**src/rtl/estagio_busca.sv**
```systemverilog
// Instruction-fetch stage: program counter, instruction-memory addressing and
// the IF/ID pipeline register, with stall, redirect/flush, halt and fetch counting.
module estagio_busca #(
    parameter logic [31:0] RESET_PC       = 32'h0000_0000,
    parameter int          MEM_WORDS_LOG2 = 5
) (
    input  logic        clk,
    input  logic        rst_n,
    input  logic        stall,
    input  logic        redir_valid,
    input  logic [31:0] redir_pc,
    input  logic        halt_req,
    output logic [31:0] mi_addr,
    input  logic [31:0] mi_data,
    output logic [31:0] if_id_instr,
    output logic [31:0] if_id_pc4,
    output logic        if_id_valid,
    output logic [31:0] pc,
    output logic        exc_misalign,
    output logic [31:0] fetch_count
);

    typedef enum logic [1:0] {
        ST_BOOT   = 2'd0,
        ST_RUN    = 2'd1,
        ST_HALTED = 2'd2
    } state_t;

    state_t      state_q, state_d;
    logic [31:0] pc_q, pc_d;
    logic [31:0] instr_q, instr_d;
    logic [31:0] pc4_q, pc4_d;
    logic        valid_q, valid_d;
    logic        misalign_q, misalign_d;
    logic [31:0] count_q, count_d;

    logic [31:0] pc_plus4;
    logic [31:0] redir_target;
    logic        take_redirect;

    assign pc_plus4      = pc_q + 32'd4;
    assign redir_target  = {redir_pc[31:2], 2'b00};
    // A redirect wins in both RUN and HALTED; BOOT ignores every request.
    assign take_redirect = redir_valid && (state_q != ST_BOOT);

    always_comb begin
        state_d    = state_q;
        pc_d       = pc_q;
        instr_d    = instr_q;
        pc4_d      = pc4_q;
        valid_d    = valid_q;
        misalign_d = misalign_q;
        count_d    = count_q;

        if (take_redirect) begin
            state_d    = ST_RUN;
            pc_d       = redir_target;
            instr_d    = 32'd0;
            pc4_d      = 32'd0;
            valid_d    = 1'b0;
            misalign_d = misalign_q | (redir_pc[1:0] != 2'b00);
        end else begin
            case (state_q)
                ST_BOOT: begin
                    state_d = ST_RUN;
                end
                ST_RUN: begin
                    if (halt_req) begin
                        state_d = ST_HALTED;
                        instr_d = 32'd0;
                        pc4_d   = 32'd0;
                        valid_d = 1'b0;
                    end else if (!stall) begin
                        instr_d = mi_data;
                        pc4_d   = pc_plus4;
                        valid_d = 1'b1;
                        pc_d    = pc_plus4;
                        count_d = count_q + 32'd1;
                    end
                end
                ST_HALTED: begin
                    state_d = ST_HALTED;
                end
                default: begin
                    state_d = ST_BOOT;
                end
            endcase
        end
    end

    always_ff @(posedge clk or negedge rst_n) begin
        if (!rst_n) begin
            state_q    <= ST_BOOT;
            pc_q       <= RESET_PC;
            instr_q    <= 32'd0;
            pc4_q      <= 32'd0;
            valid_q    <= 1'b0;
            misalign_q <= 1'b0;
            count_q    <= 32'd0;
        end else begin
            state_q    <= state_d;
            pc_q       <= pc_d;
            instr_q    <= instr_d;
            pc4_q      <= pc4_d;
            valid_q    <= valid_d;
            misalign_q <= misalign_d;
            count_q    <= count_d;
        end
    end

    // Only the low word-index bits reach memory, so large PCs alias.
    assign mi_addr      = {{(32 - MEM_WORDS_LOG2){1'b0}}, pc_q[MEM_WORDS_LOG2+1:2]};
    assign pc           = pc_q;
    assign if_id_instr  = instr_q;
    assign if_id_pc4    = pc4_q;
    assign if_id_valid  = valid_q;
    assign exc_misalign = misalign_q;
    assign fetch_count  = count_q;

endmodule

```
**config.mk**
```make
export PLATFORM = sky130hd
export DESIGN_NAME = estagio_busca
export DESIGN_NICKNAME = d
export VERILOG_FILES = /design/src/rtl/estagio_busca.sv
export SDC_FILE = /design/constraint.sdc
export NUM_CORES = 1
export LEC_CHECK = 0
export ABC_AREA = 0
export BUFFER_PORTS_ARGS = -buffer_cell sky130_fd_sc_hd__buf_2
export CAP_MARGIN = 40
export CELL_PAD_IN_SITES_DETAIL_PLACEMENT = 0
export CELL_PAD_IN_SITES_GLOBAL_PLACEMENT = 1
export CORE_ASPECT_RATIO = 1.25
export CORE_MARGIN = 2
export CORE_UTILIZATION = 40
export CTS_CLUSTER_DIAMETER = 80
export DETAILED_ROUTE_END_ITERATION = 6
export GPL_ROUTABILITY_DRIVEN = 1
export PLACE_DENSITY = 0.95
export SYNTH_ARGS = -nofsm -noshare
export SYNTH_HDL_FRONTEND = slang
export SYNTH_SLANG_ARGS = --single-unit
```
**constraint.sdc**
```tcl
create_clock -name clk -period 5.65 [get_ports clk]
set_clock_uncertainty 0.15 [all_clocks]
set_input_delay 0.8475 -clock clk [delete_from_list [all_inputs] [get_ports clk]]
set_output_delay 0.8475 -clock clk [all_outputs]
set_load 0.03 [all_outputs]
```
# Word level (Yosys, flattened, before mapping)
# Cells that the tools add are included.
[totals]
reg_bits = 132
latch_bits = 0
ramBits = 0
mem_bits_ro = 0
inputBits = 69
output_inout_bits = 162
mem_count = 0
[op_classes]
addsub = 2
mul = 0
div = 0
magnitude_cmp = 0
n_eq_ne = 6
shift = 0
n_mux = 18
n_bitwise = 4
n_reduce_logical = 8
[op_table]
columns = ["operator", "n"]
rows = [
  ["32-bit 2-to-1 mux", 11],
  ["32-bit by 1-bit adder with 32-bit output (second input constant)", 1],
  ["32-bit by 3-bit adder with 32-bit output (second input constant)", 1],
  ["2-bit one-hot mux with 3 select lines", 1],
  ["2-bit nonzero test", 3],
  ["1-bit 2-to-1 mux", 4],
  ["2-bit 2-to-1 mux", 2],
  ["2-bit by 1-bit != test with 1-bit output (second input constant)", 2],
  ["4-bit AND reduction", 1],
  ["3-bit by 1-bit != test with 1-bit output (second input constant)", 1],
  ["3-bit != test (second input constant)", 1],
  ["1-bit inverter", 3],
  ["3-bit AND reduction", 1],
  ["2-bit by 1-bit == test with 1-bit output (second input constant)", 1],
  ["2-bit == test (second input constant)", 1],
  ["2-bit zero test", 1],
  ["2-bit AND reduction", 1],
  ["1-bit logical AND", 1],
  ["1-bit bitwise OR", 1],
]

# Logic depth before layout (Yosys ltp)
[logic_depth]
word_depth = 5
ltp_mapped = 9

# Least setup slack after synthesis
# OpenSTA, ideal clock, no wires.
[synth_path]
kind = "register -> register"
from = "reg pc_q[2], in the netlist pc[2]"
to = "reg pc_q[30], in the netlist pc[30]"
setup_time_ns = 0.070
t_arrival_ns = 2.192
t_required_ns = 5.430
path_slack_ns = 3.238
path_stages_with_launch = 7
path_buffers = 0
period_less_slack_ns = 2.412
cell_sequence = "dfrtp_1 > ha_1 > nand3_2 > nor4_4 > nand3_2 > or4_1 > nand3_1"
[synth_between]
elab_chain_cells = 5
[synth_rtl]
columns = ["item", "line_no", "text"]
rows = [
  ["from (decl)", "30", "logic [31:0] pc_q, pc_d;"],
  ["from (signal assigned)", "102", "pc_q <= pc_d;"],
  ["32-bit by 3-bit adder with 32-bit output", "41", "assign pc_plus4 = pc_q + 32'd4;"],
  ["32-bit 2-to-1 mux", "73", "end else if (!stall) begin"],
  ["32-bit 2-to-1 mux", "68", "if (halt_req) begin"],
  ["32-bit 2-to-1 mux", "63", "case (state_q)"],
  ["32-bit 2-to-1 mux", "55", "if (take_redirect) begin"],
]
# Every way passes these cells. The select of a mux whose other input is x is not followed.
# A chain may end at the register's enable or synchronous reset.

# Worst setup path in the final report
[layout_path]
from = "reg state_q[1]"
to = "reg pc4_q[6], in the netlist if_id_pc4[6]"
[layout_between]
elab_chain_cells = 4
elab_cells_between_ends = 7
cone_classes = "2 x eq/ne; 1 x mux; 4 x reduce/logical"
[layout_rtl]
columns = ["item", "line_no", "text"]
rows = [
  ["from (decl)", "29", "state_t state_q, state_d;"],
  ["from (signal assigned)", "101", "state_q <= state_d;"],
  ["2-bit nonzero test", "44", "assign take_redirect = redir_valid && (state_q != ST_BOOT);"],
  ["1-bit logical AND", "44", ""],
  ["3-bit by 1-bit != test with 1-bit output (no line) / 2-bit nonzero test (equally long branches)", "--", ""],
  ["2-bit AND reduction (no line)", "--", ""],
  ["to (signal assigned)", "104", "pc4_q <= pc4_d;"],
  ["to (decl)", "32", "logic [31:0] pc4_q, pc4_d;"],
]
# Parallel ways exist; a longest one is shown, timed or not.

==> impl_metrics.toml <==
[logic_synthesis]
postSynthAreaPerCell_um2 = 10.2
syn_area_mm2 = 0.00629
synth-async-reset-ratio = 1.00
netlist_instances = 615
ys_ff_latch = 129
ys.flop_type = "dfrtp_1"
synth_cell_types = 51
synth-edff-count = 0
ys.warnings.count = 0
synth-seq-area-share = 0.514

[worst_setup_path]
max_stage_delay_ps = 680
slowest_stage = "or3_1"
cp_data_required_time_ps = 5820
crit_path_start_kind = "register"
path_cells = "inv_1, ha_1, a21oi_1, o21ai_4, buf_4, or3_1, buf_8, o21ai_0"
critPathTopFamily = "buffers and inverters"
endpoint_kind = "register"
path_buf_inv = 3
critical_path.max_fanout = 66
cp_data_arrival_time_ps = 3020
path_class = "register to register"

[cts]
cts_setup_buffers = 0
ctsResizeCount = 0
clockBufferDepth = 2
cts_hold_buffers = 0
cts_buffers = 17
cts_tree = "done"
clk_latency_ps = 400
path_clk_slew_ps = 60
cts.htree.levels = 4
clock_sinks = 129
cts-root-buf = "clkbuf_16"

[route]
drc = 0
drtAntennaViolNets = 0
vias = 5303
drtPass1Iterations = 4
drt_iter0_drc = 288
post_drt_via_cell_ratio = 5.16
wl_per_cell_um = 16.2
wl_um = 16600

[timing]
tns_ps = 0
rsz0062_at_grt = "no"
min_period_ps = 2850
period_share = 0.505
hold_viol_final = 0
setup_ws_ps = 2800
max_freq_mhz = 350
slew-limit-headroom = 0.459
setup_viol = 0
worst_pin_slew_ps = 805
maxSlewViolCount = 0

[power_and_ir_drop]
total_power_uw = 4760
leakage_uw = 0.00395
power_density_mw_per_mm2 = 597
vdd_ir_drop_max_v = 0.000346

[placed_design]
dp_hpwl_um = 11800
gp_congestion = 0.766
port_buffers = 201
dp_cells = 995
dpl_worst_slack_ps = 2490

[die]
floorplan.core_area_mm2 = 0.0155
rows = 51
start_util = 0.405
die_w_um = 116
die_y_um = 144
dieArea_mm2 = 0.0167
io_pins = 231

[global_route]
grt_antenna_before_repair = 1
grt_max_degree = 75
grt.overflow.total = 0
grt_pass1_vias = 4960
grt_pass1_wl_um = 25600
grt_util_all_layers = 0.197

[final_layout]
stdcell_count = 1027
drive_above_1_share = 0.319
areaGrowthSynthToFinish_pct = 26.9
fin_nets = 876

[min_path]
hold_class = "input port to async pin"

[outcome]
status = "complete, no violations"

[job]
cap_violations = 0
## power by group
part	internal (uW)	switching [uW]
logic	647	1440
clock network	705	408
registers	1240	326
## stage by stage
step / hold slack [ps] / instance area (um^2) / util
2_1_floorplan: 402 / 6390 / -
3_3_place_gp: 308 / 7340 / 0.473
3_5_place_dp: 316 / 7370 / 0.476
4_1_cts: 324 / 7970 / 0.514
5_1_grt: 341 / 7980 / 0.514
6_report: 292 / 7980 / 0.514
## cell families after synthesis
kind of cell	Yosys count	synth area share
multiplexers	2	0.00338
AND/OR/NAND/NOR	203	0.171
flip-flops	129	0.514
adder cells (fa/ha/maj)	5	0.00995
AO/OA/AOI/OAI	144	0.154
other	1	0.000597
buffers and inverters	72	0.0653
XOR/XNOR	59	0.0822
## state kept, by name, indices dropped and copies added, names as in the netlist
register	flops
fetch_count	32
if_id_instr	32
if_id_pc4	31
pc	30
state_q	2
exc_misalign	1
if_id_valid	1
## layout make-up
class                           count  area, um^2
Fill cell                        1449        7530
Sequential cell                   129        3230
Multi-Input combinational cell    442        2780
Timing Repair Buffer              208        1080
Clock buffer                       18         439
Tap cell                          212         265
Clock inverter                     13         161
Inverter                            4        15.0
Antenna cell                        1        2.50
## worst reg2reg max path: stages (launching register included)
cell and delay [ps]:
dfrtp_1 490, inv_1 110, ha_1 250, a21oi_1 230, o21ai_4 70, buf_4 350
or3_1 690, buf_8 260, o21ai_0 180
## routing by layer
| layer | part of all wire | vias up | GRT usage | routed length [um] |
|---|---|---|---|---|
| met3 | 0.069 | 14 | 0.0557 | 1150 |
| met4 | 0.018 | 0 | 0.0677 | 294 |
| li1 | - | 2513 | - | - |
| met5 | 0 | - | 0 | 0 |
| met1 | 0.44 | 2582 | 0.256 | 7330 |
| met2 | 0.47 | 194 | 0.317 | 7840 |
## layout by cell type, fill, tap and decap left out, drive strengths merged, types with 18 or more instances in the layout
cell and n:
clkbuf 18, buf 208, a21oi 27, dfrtp 129
conb 29, nand3 31, xnor2 35, xor2 24
nor2 27, nand2 73, a22o 33, o21ai 41
## final timing paths
path,from,to,slack [ps],cells past startpoint
worst max-delay path,state_q[1],if_id_pc4[6],2800,8
worst min-delay path,rst_n,if_id_instr[2],290,1
worst max register to register,state_q[1],if_id_pc4[6],2800,8
worst min register to register,if_id_pc4[2],if_id_pc4[2],320,2
max in group asynchronous,rst_n,pc[26],3830,2
min in group clk,if_id_pc4[2],if_id_pc4[2],320,2
## synth_stat cells, types with 2 or more instances
library cell    n  area [um^2]
dfrtp_1       129         3230
nand2_1        73          274
o21ai_0        39          195
buf_4          35          263
xnor2_1        35          307
a22o_1         33          289
nand3_1        28          140
a21oi_1        27          135
clkbuf_1       27          101
nor2_1         27          101
xor2_1         24          210
nand4_1        16          100
o22ai_1        14         87.6
and3_1         11         68.8
a2bb2oi_1      10         87.6
and2_1          7         43.8
nor3_1          7         35.0
o2bb2ai_1       6         52.6
a22oi_1         5         37.5
ha_1            5         62.6
nor4_1          5         31.3
and4_1          4         35.0
buf_1           4         15.0
inv_1           4         15.0
nand3_2         3         30.0
nand3b_1        3         22.5
or4_1           3         22.5
and4bb_2        2         25.0
nand2b_1        2         12.5
nor2b_1         2         12.5
nor3_4          2         32.5
nor4_4          2         42.5
o211ai_1        2         15.0
or3_1           2         12.5
No activity file was read; power rests on OpenSTA's default activity.
